===== src/rtl/alu_pkg.sv =====
`default_nettype none
// +----------------------------------------------------------------------------+
// | alu_pkg                                                                    |
// | ALU command encoding, sequencer state encoding and default settle time.    |
// | Revision: 1.0                                                              |
// +----------------------------------------------------------------------------+
package alu_pkg;

  localparam logic [2:0] c_op_add  = 3'd0;
  localparam logic [2:0] c_op_sub  = 3'd1;
  localparam logic [2:0] c_op_xor  = 3'd2;
  localparam logic [2:0] c_op_slt  = 3'd3;
  localparam logic [2:0] c_op_and  = 3'd4;
  localparam logic [2:0] c_op_nand = 3'd5;
  localparam logic [2:0] c_op_nor  = 3'd6;
  localparam logic [2:0] c_op_or   = 3'd7;

  typedef enum logic [1:0] {
    S_IDLE   = 2'd0,
    S_SETTLE = 2'd1,
    S_DONE   = 2'd2
  } state_e;

  localparam int c_settle_cycles_default = 16;

endpackage
`default_nettype wire


===== src/rtl/settle_timer.sv =====
`default_nettype none
// +----------------------------------------------------------------------------+
// | settle_timer                                                               |
// | Loadable down-counter; o_done flags a count of zero.                       |
// | Revision: 1.0                                                              |
// +----------------------------------------------------------------------------+
module settle_timer #(
  parameter int CNT_W = 5
) (
  input  logic             clk,
  input  logic             rst,
  input  logic             i_load,
  input  logic             i_en,
  input  logic [CNT_W-1:0] i_load_val,
  output logic             o_done
);

  logic [CNT_W-1:0] r_count;

  always_ff @(posedge clk) begin
    if (rst) begin
      r_count <= '0;
    end else if (i_load) begin
      r_count <= i_load_val;
    end else if (i_en && (r_count != '0)) begin
      r_count <= r_count - 1'b1;
    end
  end

  assign o_done = (r_count == '0);

endmodule
`default_nettype wire


===== src/rtl/alu_sequencer.sv =====
`default_nettype none
// +----------------------------------------------------------------------------+
// | alu_sequencer                                                              |
// | Issues operands to a combinational ALU, waits a settle interval, captures  |
// | the result and flags, and hands them downstream over valid/ready.          |
// | Revision: 1.0                                                              |
// +----------------------------------------------------------------------------+
module alu_sequencer
  import alu_pkg::*;
#(
  parameter int WIDTH         = 32,
  parameter int SETTLE_CYCLES = c_settle_cycles_default,
  parameter int CNT_W         = 5
) (
  input  logic             clk,
  input  logic             reset,
  input  logic             in_valid,
  output logic             in_ready,
  input  logic [WIDTH-1:0] in_a,
  input  logic [WIDTH-1:0] in_b,
  input  logic [2:0]       in_op,
  output logic [WIDTH-1:0] alu_a,
  output logic [WIDTH-1:0] alu_b,
  output logic [2:0]       alu_sel,
  input  logic [WIDTH-1:0] alu_out,
  input  logic             alu_carry,
  input  logic             alu_over,
  input  logic             alu_zero,
  output logic             out_valid,
  input  logic             out_ready,
  output logic [WIDTH-1:0] out_result,
  output logic             out_carry,
  output logic             out_over,
  output logic             out_zero,
  output logic             busy
);

  state_e           r_state;
  state_e           w_next;
  logic             w_in_ready;
  logic             w_accept;
  logic             w_capture;
  logic             w_done;

  logic [WIDTH-1:0] r_alu_a;
  logic [WIDTH-1:0] r_alu_b;
  logic [2:0]       r_alu_sel;
  logic [WIDTH-1:0] r_out_result;
  logic             r_out_carry;
  logic             r_out_over;
  logic             r_out_zero;

  always_ff @(posedge clk) begin
    if (reset) begin
      r_state <= S_IDLE;
    end else begin
      r_state <= w_next;
    end
  end

  // DONE with out_ready high completes the transfer and may accept on the same edge.
  always_comb begin
    w_next     = r_state;
    w_in_ready = 1'b0;
    case (r_state)
      S_IDLE: begin
        w_in_ready = 1'b1;
        if (in_valid) w_next = S_SETTLE;
      end
      S_SETTLE: begin
        if (w_done) w_next = S_DONE;
      end
      S_DONE: begin
        w_in_ready = out_ready;
        if (out_ready) w_next = in_valid ? S_SETTLE : S_IDLE;
      end
      default: w_next = S_IDLE;
    endcase
  end

  assign w_accept  = in_valid && w_in_ready;
  assign w_capture = (r_state == S_SETTLE) && w_done;

  settle_timer #(
    .CNT_W (CNT_W)
  ) u_settle_timer (
    .clk        (clk),
    .rst        (reset),
    .i_load     (w_accept),
    .i_en       (r_state == S_SETTLE),
    .i_load_val (CNT_W'(SETTLE_CYCLES - 1)),
    .o_done     (w_done)
  );

  always_ff @(posedge clk) begin
    if (reset) begin
      r_alu_a   <= '0;
      r_alu_b   <= '0;
      r_alu_sel <= '0;
    end else if (w_accept) begin
      r_alu_a   <= in_a;
      r_alu_b   <= in_b;
      r_alu_sel <= in_op;
    end
  end

  always_ff @(posedge clk) begin
    if (reset) begin
      r_out_result <= '0;
      r_out_carry  <= 1'b0;
      r_out_over   <= 1'b0;
      r_out_zero   <= 1'b0;
    end else if (w_capture) begin
      r_out_result <= alu_out;
      r_out_carry  <= alu_carry;
      r_out_over   <= alu_over;
      r_out_zero   <= alu_zero;
    end
  end

  assign in_ready   = w_in_ready;
  assign alu_a      = r_alu_a;
  assign alu_b      = r_alu_b;
  assign alu_sel    = r_alu_sel;
  assign out_valid  = (r_state == S_DONE);
  assign out_result = r_out_result;
  assign out_carry  = r_out_carry;
  assign out_over   = r_out_over;
  assign out_zero   = r_out_zero;
  assign busy       = (r_state != S_IDLE);

endmodule
`default_nettype wire


===== config.mk =====
export PLATFORM = sky130hd
export DESIGN_NAME = alu_sequencer
export DESIGN_NICKNAME = d
export VERILOG_FILES = /design/src/rtl/alu_pkg.sv /design/src/rtl/settle_timer.sv /design/src/rtl/alu_sequencer.sv
export SDC_FILE = /design/constraint.sdc
export NUM_CORES = 1
export LEC_CHECK = 0
export ABC_AREA = 1
export CAP_MARGIN = 20
export CORE_ASPECT_RATIO = 1.25
export CORE_MARGIN = 1
export CORE_UTILIZATION = 45
export DETAILED_ROUTE_END_ITERATION = 16
export GPL_TIMING_DRIVEN = 0
export PLACE_DENSITY = 0.88
export SYNTH_ARGS = -nofsm -noshare
export SYNTH_HDL_FRONTEND = slang
export SYNTH_HIERARCHICAL = 1
export SYNTH_SLANG_ARGS = --single-unit
export TNS_END_PERCENT = 30

===== constraint.sdc =====
create_clock -name clk -period 4.05 [get_ports clk]
set_clock_uncertainty 0.2 [all_clocks]
set_input_delay 0.81 -clock clk [delete_from_list [all_inputs] [get_ports clk]]
set_output_delay 0.81 -clock clk [all_outputs]
set_load 0.02 [all_outputs]

Yosys cells after proc, flatten, opt, wreduce, memory -nomap -nowiden. Cells that the tools add are included.

Register bits: 109. Bits in writable memories: 0. Logic and storage cells: 34. Input port bits: 106. Output and inout port bits: 105. Latch bits: 0. Memories: 0. Bits in read-only memories: 0.

Shifts and indexed selects: 0. Mux-type cells: 8. Multipliers: 0. Equal/unequal tests: 5. Reduce and logical (&&, ||, !) cells: 10. Add/subtract/negate cells: 1. Bitwise logic cells: 0. Magnitude comparators: 0. Divide/modulo/power cells: 0.

Operator list (number): $mux W4 (2); $mux W2 (3); $pmux W2 S3 (1); $logic_not A5 Y1 (1); $reduce_bool A5 Y1 (1); $sub A5 B1 Y5 const B (1); $ne A2 B2 Y1 const B (2); $reduce_bool A2 Y1 (2); $logic_and A1 B1 Y1 (3); $reduce_and A3 Y1 (1); $eq A2 B1 Y1 const B (1); $eq A2 B2 Y1 const B (1); $logic_not A2 Y1 (1); $ne A2 B1 Y1 const B (1); $pmux W1 S2 (1); $reduce_or A2 Y1 (1); $mux W1 (1).

Longest topological paths before layout. Gate-level depths: netlist of run 1.

Word-level depth: 4. Mapped depth: 11. Mapped depth without buffers: 9.

By module. The synthesis of run 1 kept the hierarchy.

Modules (own cells, without submodules): alu_sequencer (times used 1, sequential area each 2082.0 µm², cells each 681, area each 4460.5 µm²); settle_timer (times used 1, sequential area each 100.1 µm², cells each 58, area each 347.8 µm²).

Worst setup path after synthesis of run 1. No wires, ideal clock.

Kind: in2out. Start: input out_ready. End: output in_ready. Cell stages on the path: 2. Data required time: 3040 ps. Setup slack: 1844 ps. Arrival: 1196 ps. Path buffers: 0. Cell sequence: inv_1 -> a21oi_1.

Longest elaborated chain between the ends: 1.

Ends and longest elaborated chain: start: declaration (RTL line alu_sequencer.sv:30) `input logic out_ready,`; $pmux W1 S2 (RTL line alu_sequencer.sv:65) `case (r_state)`; end: declaration (RTL line alu_sequencer.sv:18) `output logic in_ready,`.

No other way between the ends.

Final worst setup path of run 1. Ends and elaborated chain as after synthesis.

==> results.py, run 1 <==
metrics = {
    "logic_synthesis": {
        "synth_most_common_cell": "nor2_1",
        "ys_warn_count": 6,
        "synth_top_area_cell": "dfxtp_1",
        "synth_area_leaders": "dfxtp_1 45%, nor2_1 12%, nand2_1 12%",
        "synth.top_cells.by_count": "156 x nor2_1, 151 x nand2_1, 117 x inv_1, 109 x dfxtp_1, 74 x nand3_1",
        "synth_top_area_frac": 0.454,
        "synth-edff-count": 0,
        "synth_area_um2": 4810,
        "ys_seq_elements": 109,
        "syn_inst": 739,
        "ys_async_sr_fraction": 0,
        "yosysSeqAreaShare": 0.454,
        "yosys_most_used_dff": "dfxtp_1",
        "syn-mean-instance-area_um2": 6.51,
        "synth_cell_type_count": 21,
    },
    "clock_tree": {
        "ctsResizeCount": 0,
        "cts.sinks": 109,
        "cts_root_buffer": "clkbuf_16",
        "cts_tree": "done",
        "h-tree-depth": 3,
        "clk_path_buf_depth": 2,
        "cts.reportedPaths.clkPinSlew_ns": 0.07,
        "numCtsBuffers": 9,
        "holdBufCountCts": 0,
        "postCtsSetupBuffers": 0,
        "clk_latency_ns": 0.34,
    },
    "layout": {
        "drive_gt1_frac": 0.0434,
        "regArea_um2": 2180,
        "nets": 1070,
        "area.growth.synth_to_final_pct": 54.1,
        "multi_input_area_um2": 1980,
        "antennaDiodeCount": 0,
        "fillCellCount": 849,
    },
    "timing": {
        "setup_violations": 0,
        "fmax_mhz": 325,
        "whs_ns": 0.283,
        "tightest_slew_ns": 0.516,
        "period_minus_slack_ns": 3.07,
        "hold_violations": 0,
        "fin_crit_sh": 0.759,
        "setup_tns_ns": 0,
        "max_slew_margin": 0.656,
        "drv_slew": 0,
        "rsz0062_at_grt": "false",
    },
    "routing": {
        "ant_nets": 0,
        "first_iter_violations": 156,
        "drcViolationCount": 0,
        "vias": 5073,
        "dr.pass1.iters": 4,
        "wl_per_cell_um": 12.4,
        "wl_um": 13600,
        "via_per_inst": 4.62,
    },
    "placement": {
        "hpwl_um": 10200,
        "gp_congestion": 0.813,
        "port_buffers": 210,
    },
    "setup_path": {
        "r2r_slack_ns": 2.04,
        "start_kind": "input pin",
        "rr_startpoint": "u_settle_timer/r_count[0]",
        "worstPathArrival_ns": 2.06,
        "slowest_delay_ns": 0.62,
        "crit_path_frequent_cell": "clkdlybuf4s50_1",
        "cp.required_ns": 3.04,
        "crit_type": "input pin to primary output",
        "r2r-end": "out_result[18]",
        "endpoint_kind": "primary output",
        "crit_fanout": 3,
        "ff2ff_path_depth": 8,
        "cp_slowest_cell": "clkdlybuf4s50_1",
        "path_cells": "clkdlybuf4s50_1 -> inv_1 -> a21oi_1 -> clkdlybuf4s50_1",
    },
    "die": {
        "initial_core_util": 0.469,
        "row_count": 41,
        "die-area_um2": 11100,
        "fp.dieH_um": 118,
        "fp.dieW_um": 94.5,
        "pin_count": 211,
        "coreArea_um2": 10300,
    },
    "hold_path": {
        "min_from": "alu_a[23]",
        "hold_depth": 2,
        "hold_path_class": "flop to flop",
        "hold_path_end": "alu_a[23]",
    },
    "global_routing": {
        "grt.overflow.total": 0,
        "grt_antenna_before_repair": 0,
        "grt_max_degree": 18,
        "grt_pass1_wl_um": 22100,
        "grt_pass1_vias": 4857,
        "grt_usage": 0.251,
    },
    "pwr": {
        "power.density_nw_per_um2": 413,
        "p_leak_nw": 3.58,
        "peakVddDrop_mv": 0.277,
    },
    "outcome": {
        "status": "finished, final reports clean",
    },
    "flow_run": {
        "maxCapViolCount": 0,
    },
}
cell usage in the layout (no fill, tap or decap), drive strengths merged:
master and n:
nand2 153, nand3 75, a21oi 72, dfxtp 109, nor2 158, clkbuf 35
clkinvlp 2, nand4 2, clkdlybuf4s50 210, bufinv 2, inv 118, o21ai 2
clkinv 1, buf 23, conb 5, ha 1
routing by layer:
layer  part of all wire  track usage  up-vias
met4              0.028       0.0956        0
met1               0.39        0.263     2219
met5                  0            0        -
li1                   -            -     2663
met2               0.50        0.452      165
met3              0.080       0.0859       26
power by group:
part,internal [mW],leakage [nW],switching [mW]
registers,1.19,0.898,0.0600
clock network,0.561,0.152,0.395
logic,0.402,2.53,0.455
total,2.15,3.58,0.909
critical path, delay by kind of cell:
kind | cells | cell delay [ns]
compound gates | 1 | 0.12
buf+inv | 3 | 1.13
flip-flops by register name, summed over array words and instances (netlist names):
signal / flops
r_state: 2
out_carry: 1
out_over: 1
alu_a: 32
out_result: 32
out_zero: 1
u_settle_timer/r_count: 5
alu_sel: 3
alu_b: 32
how the worst max path moves through the flow:
stage,from,end,slack [ns],depth (start not counted)
2_1_floorplan,out_ready,in_ready,1.84,2
6_report,out_ready,in_ready,0.98,4
3_5_place_dp,out_ready,in_ready,0.99,4
4_1_cts,out_ready,in_ready,0.98,4
5_1_grt,out_ready,in_ready,0.92,4
3_3_place_gp,out_ready,in_ready,0.98,4
per-stage QoR:
stage / worst slack [ns] / utilization / cell area [um^2] / instances / total power, mW
2_1_floorplan: 1.84 / - / 4820 / 742 / 1.73
3_5_place_dp: 0.990 / 0.690 / 7080 / 1081 / 2.12
6_report: 0.978 / 0.722 / 7410 / 1097 / 3.06
5_1_grt: 0.921 / 0.722 / 7410 / 1097 / 3.22
4_1_cts: 0.980 / 0.722 / 7410 / 1097 / 3.08
3_3_place_gp: 0.983 / 0.690 / 7080 / 1081 / 2.11
cell type report:
class                   count  area share
flip-flops and latches    109       0.294
repair buffers            210       0.284
clock inverters             5      0.0113
well taps                 129      0.0218
multi-input cells         468       0.267
plain buffers              47      0.0287
clock buffers              11      0.0328
inverters                 118      0.0598
logic make-up after synthesis:
kind of cell | count (synthesis) | synth area share
AND/OR/NAND/NOR | 388 | 0.329
buffers and inverters | 165 | 0.136
flip-flops | 109 | 0.454
AO/OA/AOI/OAI | 74 | 0.0770
other | 2 | 0.00156
adder cells (fa/ha/maj) | 1 | 0.00260
Note: power is estimated with default switching activity, not from simulation.
==> inputs of run 2 (changes only) <==
Settings changed: CORE_UTILIZATION 45 to 38, PLACE_DENSITY 0.88 to 0.79.
Clock period 4.05 ns to 2.6 ns, I/O delays scaled along.
==> run 2 against run 1 <==
  * Final area up 0.17%
  * Largest power group unchanged
  * Critical path depth unchanged
  * Critical endpoint unchanged
  * Clock power up 46%
  * Non-clock buffer count unchanged
  * Count of clock-buffer cells in the layout up 2
  * Sequential power up 55%
  * Flip-flop and latch count unchanged
  * Worst hold slack worse by 0.0043 ns
==> results.py, run 2 (synthesized netlist as in run 1, its figures left out) <==
metrics = {
    "outcome": {
        "status": "finished, final reports clean",
    },
    "pwr": {
        "finalPower_mw": 4.66,
        "power.density_nw_per_um2": 627,
        "seqPwrFrac": 0.417,
        "peakVddDrop_mv": 0.388,
        "p_clk_frac": 0.298,
        "sw_frac_of_total": 0.302,
        "internal_power_mw": 3.25,
        "power_switching_mw": 1.41,
        "p_comb_frac": 0.286,
        "p_leak_nw": 3.57,
    },
    "clock_tree": {
        "postCtsSetupBuffers": 0,
        "clk_path_buf_depth": 2,
        "clk_latency_ns": 0.34,
        "cts.sinks": 109,
        "cts_root_buffer": "clkbuf_16",
        "cts.reportedPaths.clkPinSlew_ns": 0.06,
        "h-tree-depth": 3,
        "ctsResizeCount": 0,
        "holdBufCountCts": 0,
        "cts_tree": "done",
        "numCtsBuffers": 9,
    },
    "timing": {
        "tightest_slew_ns": 0.547,
        "fmax_mhz": 402,
        "whs_ns": 0.279,
        "setup_violations": 0,
        "setup_tns_ns": 0,
        "period_minus_slack_ns": 2.49,
        "max_slew_margin": 0.636,
        "drv_slew": 0,
        "hold_violations": 0,
        "rsz0062_at_grt": "false",
        "fin_crit_sh": 0.958,
    },
    "global_routing": {
        "grt_max_degree": 17,
        "grt.overflow.total": 0,
        "grt_usage": 0.214,
        "met3_usage": 0.0758,
        "use_met1": 0.238,
        "gr-max-usage-layer": "met2",
        "grt_pass1_wl_um": 21900,
        "met2_usage": 0.367,
        "grt_antenna_before_repair": 0,
        "grt_pass1_vias": 4618,
    },
    "layout": {
        "drive_gt1_frac": 0.0413,
        "most-common-layout-cells": "210 x clkdlybuf4s50_1, 156 x nor2_1, 151 x nand2_1",
        "fillCellCount": 1182,
        "final_area_um2": 7420,
        "antennaDiodeCount": 0,
        "nets": 1070,
        "area.growth.synth_to_final_pct": 54.4,
        "final_common_cell": "clkdlybuf4s50_1",
        "instances_no_fill": 1132,
    },
    "routing": {
        "first_iter_violations": 145,
        "vias": 5096,
        "ant_nets": 0,
        "dr.pass1.iters": 4,
        "drcViolationCount": 0,
        "wl_um": 13900,
        "via_per_inst": 4.50,
        "wl_per_cell_um": 12.3,
    },
    "die": {
        "die-area_um2": 13100,
        "coreArea_um2": 12200,
        "fp.dieW_um": 103,
        "row_count": 45,
        "initial_core_util": 0.394,
        "fp.dieH_um": 128,
        "pin_count": 211,
    },
    "placement": {
        "dpl_cell_area_um2": 7130,
        "hpwl_um": 10400,
        "port_buffers": 210,
        "gp_congestion": 0.811,
        "placed_cells": 1116,
    },
    "setup_path": {
        "cp_slowest_cell": "clkdlybuf4s50_1",
        "start_kind": "input pin",
        "crit_type": "input pin to primary output",
        "crit_path_frequent_cell": "clkdlybuf4s50_1",
        "r2r_slack_ns": 0.60,
        "slowest_delay_ns": 0.61,
        "rr_startpoint": "u_settle_timer/r_count[0]",
        "crit_fanout": 3,
        "endpoint_kind": "primary output",
        "path_cells": "clkdlybuf4s50_1 -> inv_1 -> a21oi_1 -> clkdlybuf4s50_1",
        "crit_path_start": "out_ready",
        "r2r-end": "out_result[2]",
        "worstPathArrival_ns": 1.77,
        "ff2ff_path_depth": 8,
        "cp.required_ns": 1.88,
        "crit_end": "in_ready",
    },
    "hold_path": {
        "hold_path_class": "flop to flop",
    },
    "flow_run": {
        "maxCapViolCount": 0,
    },
}
-- run 2: cell types whose count changed in the layout (fill, tap and decap cells not counted), sizes merged --
cell | previous run | this run
clkbuf | 35 | 37
bufinv | 2 | 1
clkinv | 1 | 0
-- run 2: metrics by stage --
stage	util	setup slack, ns
floorplan	-	0.807
detailed placement	0.583	-0.0581
finish	0.607	0.110
CTS	0.607	0.101
global route	0.607	0.0567
global placement	0.583	-0.0526
-- run 2: worst min-delay path by stage --
stage | start | endpoint | slack, ns | cells after the start
CTS | alu_b[11] | alu_b[11] | 0.28 | 2
floorplan | u_settle_timer/r_count[0] | u_settle_timer/r_count[0] | 0.27 | 2
finish | alu_a[31] | alu_a[31] | 0.28 | 2
global route | alu_a[30] | alu_a[30] | 0.30 | 2
global placement | alu_b[20] | alu_b[20] | 0.26 | 2
detailed placement | alu_a[31] | alu_a[31] | 0.27 | 2
-- run 2: final cells by class --
| cell class | instances | area [um^2] | share of cell area |
|---|---|---|---|
| Sequential cell | 109 | 2180 | 0.294 |
| Timing Repair Buffer | 210 | 2100 | 0.283 |
| Multi-Input combinational cell | 468 | 1980 | 0.267 |
| Inverter | 118 | 443 | 0.0597 |
| Clock buffer | 13 | 250 | 0.0337 |
| Buffer | 47 | 213 | 0.0287 |
| Tap cell | 164 | 205 | 0.0276 |
| Clock inverter | 3 | 45.0 | 0.00607 |
-- run 2: power by group through the flow --
stage / Combinational (mW) / Clock (mW) / Sequential (mW)
after CTS: 1.34 / 1.41 / 1.94
after global placement: 1.32 / 0 / 1.97
after global routing: 1.46 / 1.48 / 1.96
after detailed placement: 1.33 / 0 / 1.98
after floorplan: 0.522 / 0 / 2.17
final: 1.33 / 1.39 / 1.94
-- run 2: layer usage --
layer	vias up	share of wire
li1	2666	-
met1	2258	0.41
met2	146	0.49
met3	26	0.080
met4	0	0.026
met5	-	0
-- run 2: worst max-delay path, delay by kind of cell --
| family | cells | cell delay, ns |
|---|---|---|
| AOI/OAI and AO/OA | 1 | 0.12 |
| buffers and inverters | 3 | 1.13 |
==> inputs of run 3 (changes only) <==
Settings changed: RECOVER_POWER set to 50.
==> run 3 against run 2 <==
  * Clock power hardly changed
  * Flip-flop and latch count unchanged
  * Sequential power about the same
  * Worst setup slack about the same
  * Largest power group unchanged
==> results.py, run 3 (synthesized netlist as in run 1, its figures left out) <==
metrics = {
    "outcome": {
        "status": "finished, final reports clean",
    },
    "routing": {
        "ant_nets": 0,
        "wl_um": 13800,
        "drcViolationCount": 0,
        "via_per_inst": 4.50,
        "vias": 5095,
        "dr.pass1.iters": 4,
        "first_iter_violations": 136,
        "wl_per_cell_um": 12.2,
    },
    "die": {
        "pin_count": 211,
        "die-area_um2": 13100,
        "row_count": 45,
        "coreArea_um2": 12200,
        "fp.dieH_um": 128,
        "fp.dieW_um": 103,
        "initial_core_util": 0.394,
    },
    "global_routing": {
        "grt_antenna_before_repair": 0,
        "grt_pass1_wl_um": 21900,
        "grt.overflow.total": 0,
        "grt_pass1_vias": 4618,
        "grt_max_degree": 17,
        "grt_usage": 0.214,
    },
    "layout": {
        "instances_no_fill": 1132,
        "final_common_cell": "nor2_1",
        "antennaDiodeCount": 0,
        "post-route-util": 0.607,
        "area.growth.synth_to_final_pct": 54.3,
        "nets": 1070,
        "drive_gt1_frac": 0.0382,
        "most-common-layout-cells": "156 x nor2_1, 151 x nand2_1, 117 x inv_1",
    },
    "setup_path": {
        "path_depth": 4,
        "slowest_delay_ns": 0.61,
        "ff2ff_path_depth": 9,
        "crit_fanout": 3,
        "cp_slowest_cell": "clkdlybuf4s50_1",
        "endpoint_kind": "primary output",
        "crit_path_frequent_cell": "clkdlybuf4s50_1",
        "path_delay_family": "buffers and inverters",
        "crit_type": "input pin to primary output",
        "r2r_slack_ns": 0.48,
        "cp.required_ns": 1.88,
        "crit_end": "in_ready",
        "start_kind": "input pin",
        "worstPathArrival_ns": 1.77,
        "r2r-end": "out_result[28]",
        "crit_buf_inv": 3,
        "crit_path_start": "out_ready",
        "path_cells": "clkdlybuf4s50_1 -> inv_1 -> a21oi_1 -> clkdlybuf4s50_1",
        "rr_startpoint": "u_settle_timer/r_count[0]",
    },
    "clock_tree": {
        "cts_root_buffer": "clkbuf_16",
        "cts.sinks": 109,
        "cts_tree": "done",
        "clk_latency_ns": 0.34,
        "clk_path_buf_depth": 2,
        "numCtsBuffers": 9,
        "holdBufCountCts": 0,
        "h-tree-depth": 3,
        "postCtsSetupBuffers": 0,
        "ctsResizeCount": 0,
        "cts.reportedPaths.clkPinSlew_ns": 0.07,
    },
    "hold_path": {
        "hold_depth": 2,
        "hold_path_class": "flop to flop",
    },
    "pwr": {
        "finalPower_mw": 4.60,
        "peakVddDrop_mv": 0.383,
        "p_leak_nw": 3.82,
        "power.density_nw_per_um2": 620,
    },
    "placement": {
        "hpwl_um": 10400,
        "gp_congestion": 0.811,
        "port_buffers": 210,
        "pre_cts_slack_ns": -0.0581,
        "placed_cells": 1116,
    },
    "timing": {
        "fin_ws_ns": 0.110,
        "fin_crit_sh": 0.958,
        "tightest_slew_ns": 0.628,
        "hold_violations": 0,
        "rsz0062_at_grt": "false",
        "drv_slew": 0,
        "fmax_mhz": 402,
        "period_minus_slack_ns": 2.49,
        "max_slew_margin": 0.582,
        "setup_violations": 0,
        "whs_ns": 0.276,
    },
    "flow_run": {
        "maxCapViolCount": 0,
    },
}
-- run 3: changes by cell type in the layout (fill, tap and decap cells not counted) --
cell	before	now
dlygate4sd3_1	0	99
clkbuf_1	27	30
buf_2	17	14
clkdlybuf4s50_1	210	111
-- run 3: where the power goes --
part | leakage, nW | switching (mW) | internal, mW | total, mW
logic | 2.78 | 0.703 | 0.571 | 1.27
registers | 0.898 | 0.0865 | 1.85 | 1.93
clock network | 0.136 | 0.616 | 0.776 | 1.39
total | 3.82 | 1.41 | 3.19 | 4.60
-- run 3: layer usage --
metal  GRT usage  wire length (um)
met5           0                 0
met1       0.238              5620
met4      0.0807               355
met3      0.0758              1100
met2       0.367              6770
-- run 3: worst min-delay path by stage --
stage / endpoint / start / slack [ns]
after floorplan: u_settle_timer/r_count[0] / u_settle_timer/r_count[0] / 0.27
after detailed placement: alu_a[31] / alu_a[31] / 0.27
after global placement: alu_b[20] / alu_b[20] / 0.26
after CTS: alu_b[11] / alu_b[11] / 0.28
final: alu_a[30] / alu_a[30] / 0.28
after global routing: alu_a[30] / alu_a[30] / 0.29
-- run 3: layout make-up --
type	count	area [um^2]
clock inverters	3	45.0
well taps	164	205
repair buffers	210	2100
plain buffers	47	209
inverters	118	443
fillers	1185	4800
clock buffers	13	250
flip-flops and latches	109	2180
multi-input cells	468	1980
-- run 3: through the flow --
step	cell area (um^2)	setup TNS [ns]
finish	7420	0
global route	7420	0
CTS	7420	0
detailed placement	7130	-0.120
global placement	7130	-0.0917
floorplan	4820	0
-- run 3: worst reg2reg max path: stages, from the launching register on --
cell and delay, ns:
dfxtp_1 0.36, inv_1 0.09, ha_1 0.25, nand3_2 0.14, inv_1 0.06, nand3_1 0.25
clkbuf_1 0.43, nand2_1 0.11, nand2_1 0.08, nor2_1 0.04
